<file path="src/rtl/multiplier_ctrl.sv">
`default_nettype none
// ---- multiplier_ctrl : radix-2 Booth sequential 32x32 signed multiplier (33-edge latency) ----
// ---- rev 1.0 ----
module multiplier_ctrl (
  input  logic        clk,
  input  logic        reset,
  input  logic        op_start,
  input  logic        op_clear,
  input  logic [31:0] multiplicand,
  input  logic [31:0] multiplier,
  output logic        op_busy,
  output logic        op_done,
  output logic [63:0] result
);

  typedef enum logic [1:0] {
    INIT    = 2'b00,
    EXEC    = 2'b01,
    DONE    = 2'b10,
    ILLEGAL = 2'b11
  } state_e;

  state_e      state_q, state_d;
  logic [5:0]  cnt_q, cnt_d;
  logic [31:0] m_q, m_d;
  logic [32:0] u_q, u_d;
  logic [31:0] q_q, q_d;
  logic        qp_q, qp_d;

  logic [32:0] m_ext;
  logic [32:0] sum;

  // One Booth add/subtract on the current {Q[0], q_prev} pair
  always_comb begin
    m_ext = {m_q[31], m_q};
    sum   = u_q;
    case ({q_q[0], qp_q})
      2'b01:   sum = u_q + m_ext;
      2'b10:   sum = u_q - m_ext;
      default: sum = u_q;
    endcase
  end

  always_comb begin
    state_d = state_q;
    cnt_d   = cnt_q;
    m_d     = m_q;
    u_d     = u_q;
    q_d     = q_q;
    qp_d    = qp_q;
    case (state_q)
      INIT: begin
        if (op_start && !op_clear) begin
          m_d     = multiplicand;
          q_d     = multiplier;
          u_d     = 33'd0;
          qp_d    = 1'b0;
          cnt_d   = 6'd0;
          state_d = EXEC;
        end
      end
      EXEC: begin
        if (op_clear) begin
          cnt_d   = 6'd0;
          u_d     = 33'd0;
          q_d     = 32'd0;
          qp_d    = 1'b0;
          state_d = INIT;
        end else begin
          // Arithmetic right shift of {U, Q, q_prev}
          u_d  = {sum[32], sum[32:1]};
          q_d  = {sum[0], q_q[31:1]};
          qp_d = q_q[0];
          if (cnt_q == 6'd31) begin
            cnt_d   = 6'd0;
            state_d = DONE;
          end else begin
            cnt_d = cnt_q + 6'd1;
          end
        end
      end
      DONE: begin
        if (op_clear) begin
          cnt_d   = 6'd0;
          u_d     = 33'd0;
          q_d     = 32'd0;
          qp_d    = 1'b0;
          state_d = INIT;
        end
      end
      default: begin
        cnt_d   = 6'd0;
        m_d     = 32'd0;
        u_d     = 33'd0;
        q_d     = 32'd0;
        qp_d    = 1'b0;
        state_d = INIT;
      end
    endcase
  end

  always_ff @(posedge clk or posedge reset) begin
    if (reset) begin
      state_q <= INIT;
      cnt_q   <= 6'd0;
      m_q     <= 32'd0;
      u_q     <= 33'd0;
      q_q     <= 32'd0;
      qp_q    <= 1'b0;
    end else begin
      state_q <= state_d;
      cnt_q   <= cnt_d;
      m_q     <= m_d;
      u_q     <= u_d;
      q_q     <= q_d;
      qp_q    <= qp_d;
    end
  end

  assign op_busy = (state_q == EXEC);
  assign op_done = (state_q == DONE);
  assign result  = op_done ? {u_q[31:0], q_q} : 64'h0;

endmodule
`default_nettype wire

</file>
<file path="config.mk">
export PLATFORM = sky130hd
export DESIGN_NAME = multiplier_ctrl
export DESIGN_NICKNAME = d
export VERILOG_FILES = /design/src/rtl/multiplier_ctrl.sv
export SDC_FILE = /design/constraint.sdc
export NUM_CORES = 1
export LEC_CHECK = 0
export ABC_AREA = 1
export CAP_MARGIN = 10
export CORE_ASPECT_RATIO = 1.25
export CORE_MARGIN = 8
export CORE_UTILIZATION = 35
export CTS_CLUSTER_SIZE = 24
export DETAILED_ROUTE_END_ITERATION = 16
export DONT_BUFFER_PORTS = 1
export GPL_TIMING_DRIVEN = 0
export PLACE_DENSITY_LB_ADDON = 0.1
export SLEW_MARGIN = 20
export SYNTH_ARGS = -nofsm -noshare
export SYNTH_HDL_FRONTEND = slang
export SYNTH_SLANG_ARGS = --single-unit
</file>
<file path="constraint.sdc">
create_clock -name clk -period 3.41 [get_ports clk]
set_clock_uncertainty 0.05 [all_clocks]
set_input_delay 0.682 -clock clk [delete_from_list [all_inputs] [get_ports clk]]
set_output_delay 0.682 -clock clk [all_outputs]
set_load 0.1 [all_outputs]
</file>
==> flow_metrics.env <==
export IMPL_crit_arrival_ns=2.49
export IMPL_final_cells=1699
export IMPL_synth_seq_cells=105
export IMPL_layout_min_cycle_time_ns=3.23
export IMPL_rows=64
export IMPL_met2_wirelength_um=14600
export IMPL_highest_layer="met4"
export IMPL_netlist_top_cells_area="dfrtp_1, nand2_1, inv_1"
export IMPL_path_clk_slew_ns=0.08
export IMPL_ys_flop_type="dfrtp_1"
export IMPL_num_io_pins=134
export IMPL_end_kind="output port"
export IMPL_wl_met3_um=2030
export IMPL_grtUsageTotal_pct=20.3
export IMPL_nets=1472
export IMPL_async_reset_ff_share_pct=100
export IMPL_clk_insertion_delay_late_ns=0.37
export IMPL_viasPerCell=4.92
export IMPL_wl_per_cell_um=17.4
export IMPL_place_ws_ns=-0.783
export IMPL_yosysMostFrequentCell="nand2_1"
export IMPL_maxCapViolCount=0
export IMPL_hold_violations=0
export IMPL_gp_congestion=0.913
export IMPL_port_buffer_count=0
export IMPL_drt_met1_wl_um=12100
export IMPL_cts_setup_buffers=0
export IMPL_diodes=0
export IMPL_die_y_um=190
export IMPL_synth_nets=1458
export IMPL_fill_cells=2737
export IMPL_overflow=0
export IMPL_tightestPinTransition_ns=1.04
export IMPL_cts_root_buf="clkbuf_16"
export IMPL_final_layout_size_suffix_gt1_share_pct=12.6
export IMPL_power_total_mw=10.1
export IMPL_outcome="finished clean"
export IMPL_min_period_over_period_pct=94.6
export IMPL_critPathMaxFanout=10
export IMPL_cts_path_max_buffers=2
export IMPL_slew_viol_final=0
export IMPL_via_count=8367
export IMPL_die_area_um2=29600
export IMPL_antenna_found_initial=0
export IMPL_maxSlewHeadroom_pct=30.7
export IMPL_drt_initial_drc_count=384
export IMPL_synth_commonest_cells="nand2_1, inv_1, dfrtp_1"
export IMPL_tns_ns=0
export IMPL_avgSynthCellArea_um2=6.31
export IMPL_cp_start_kind="register"
export IMPL_postLayoutCoreUtil_pct=40.0
export IMPL_p_leak_nw=4.83
export IMPL_crit_type="register to output port"
export IMPL_clkSinkCount=105
export IMPL_powerDensity_nw_per_um2=1050
export IMPL_seq_area_frac_synth_pct=30.8
export IMPL_htreeDepth=3
export IMPL_synth_top_area_cell="dfrtp_1"
export IMPL_initial_core_util_pct=35.2
export IMPL_max_freq_mhz=310
export IMPL_drc_errors=0
export IMPL_finalSetupViolCount=0
export IMPL_netlist_instances=1351
export IMPL_rsz0062_at_grt="true"
export IMPL_setup_ws_ns=0.184
export IMPL_syn_cell_area_um2=8520
export IMPL_synth_edf_count=0
export IMPL_synth_top_area_share_pct=30.8
export IMPL_ys_warn_count=0
export IMPL_synth_cell_type_count=48
export IMPL_dp_cells=1684
export IMPL_drtAntennaViolNets=0
export IMPL_dp_hpwl_um=23600
export IMPL_routed_wl_um=29500
export IMPL_hp_class="primary input to asynchronous set/reset pin"
export IMPL_numCtsBuffers=9
export IMPL_area_growth_pct=13.7
export IMPL_grt_start_max_net_pins=32
export IMPL_die_w_um=156
export IMPL_first_global_vias=8532
export IMPL_dr_pass1_iters=5
export IMPL_ir_drop_uv=488
export IMPL_grt_first_pass_wirelength_um=46700
export IMPL_coreArea_um2=24200
export IMPL_tritoncts="done"
export IMPL_cts_hold_fix_buffers=0
export IMPL_worstPathRequired_ns=2.68
-- worst max-delay path: stages, from the launching register on --
cell and delay (ns):
dfrtp_1 0.40, inv_1 0.14, ha_4 0.37, clkbuf_4 0.38, clkbuf_2 0.29, nand2_1 0.15, clkinvlp_4 0.37
-- area by class of cell --
type / instances / area, um2 / share of cell area [%]
Multi-Input combinational cell: 955 / 4920 / 50.8
Sequential cell: 105 / 2630 / 27.1
Inverter: 246 / 1160 / 12.0
Tap cell: 330 / 413 / 4.26
Buffer: 45 / 234 / 2.42
Clock buffer: 10 / 229 / 2.36
Timing Repair Buffer: 3 / 60.1 / 0.620
Clock inverter: 5 / 40.0 / 0.414
-- layer usage --
layer / vias up / GRT usage, %
li1: 4214 / -
met1: 3876 / 23.2
met2: 226 / 35.6
met3: 51 / 5.42
met4: 0 / 7.89
met5: - / 0
-- worst paths after layout --
path	startpoint	endpoint	slack, ns	depth (start not counted)
worst min register to register	q_q[11]$_DFFE_PP0P_	q_q[11]$_DFFE_PP0P_	0.46	2
max in group asynchronous	reset	u_q[24]$_DFFE_PP0P_	2.53	2
worst max-delay path	state_q[0]$_DFFE_PP0P_	result[63]	0.18	6
worst min-delay path	reset	q_q[25]$_DFFE_PP0P_	0.21	1
min in group clk	multiplicand[6]	m_q[6]$_DFFE_PP0P_	0.40	2
worst max register to register	m_q[2]$_DFFE_PP0P_	u_q[25]$_DFFE_PP0P_	0.19	21
-- repair_timing --
action                     in CTS  in global routing
gates resized for setup        69                 53
pin swaps                       0                  2
setup endpoints to repair      73                 45
hold endpoints to repair        0                  0
-- cells by family after synthesis --
logic type / after synthesis / share of synthesized area (%)
simple gates: 719 / 34.3
fa+ha+maj: 39 / 5.82
flops: 105 / 30.8
xor+xnor: 30 / 3.08
compound gates: 167 / 12.5
buf+inv: 291 / 13.4
-- layout by cell type (no fill, tap or decap), drive strengths merged, types with 14 or more instances in the layout --
cell type / instances
nor3: 14
xor2: 30
ha: 38
buf: 27
a21oi: 39
clkbuf: 31
nor2: 105
o21ai: 71
dfrtp: 105
clkinvlp: 63
inv: 187
nand3: 100
nand2: 486
a22o: 31
-- sequential cells by signal, summed over array words and instances (netlist names) --
name     flops
u_q         32
qp_q         1
m_q         32
q_q         32
state_q      2
cnt_q        6
-- power by group --
| group | total (mW) | internal [mW] | switching [mW] |
|---|---|---|---|
| Sequential | 2.13 | 1.69 | 0.441 |
| Clock | 1.05 | 0.500 | 0.548 |
| Combinational | 6.95 | 2.04 | 4.92 |
-- stage by stage --
stage / area [um2] / hold slack [ns]
5_1_grt: 9680 / 0.257
3_3_place_gp: 8930 / 0.439
6_report: 9680 / 0.206
4_1_cts: 9510 / 0.225
3_5_place_dp: 8990 / 0.442
2_1_floorplan: 8520 / 0.418
Note: power is estimated with default switching activity, not from simulation.
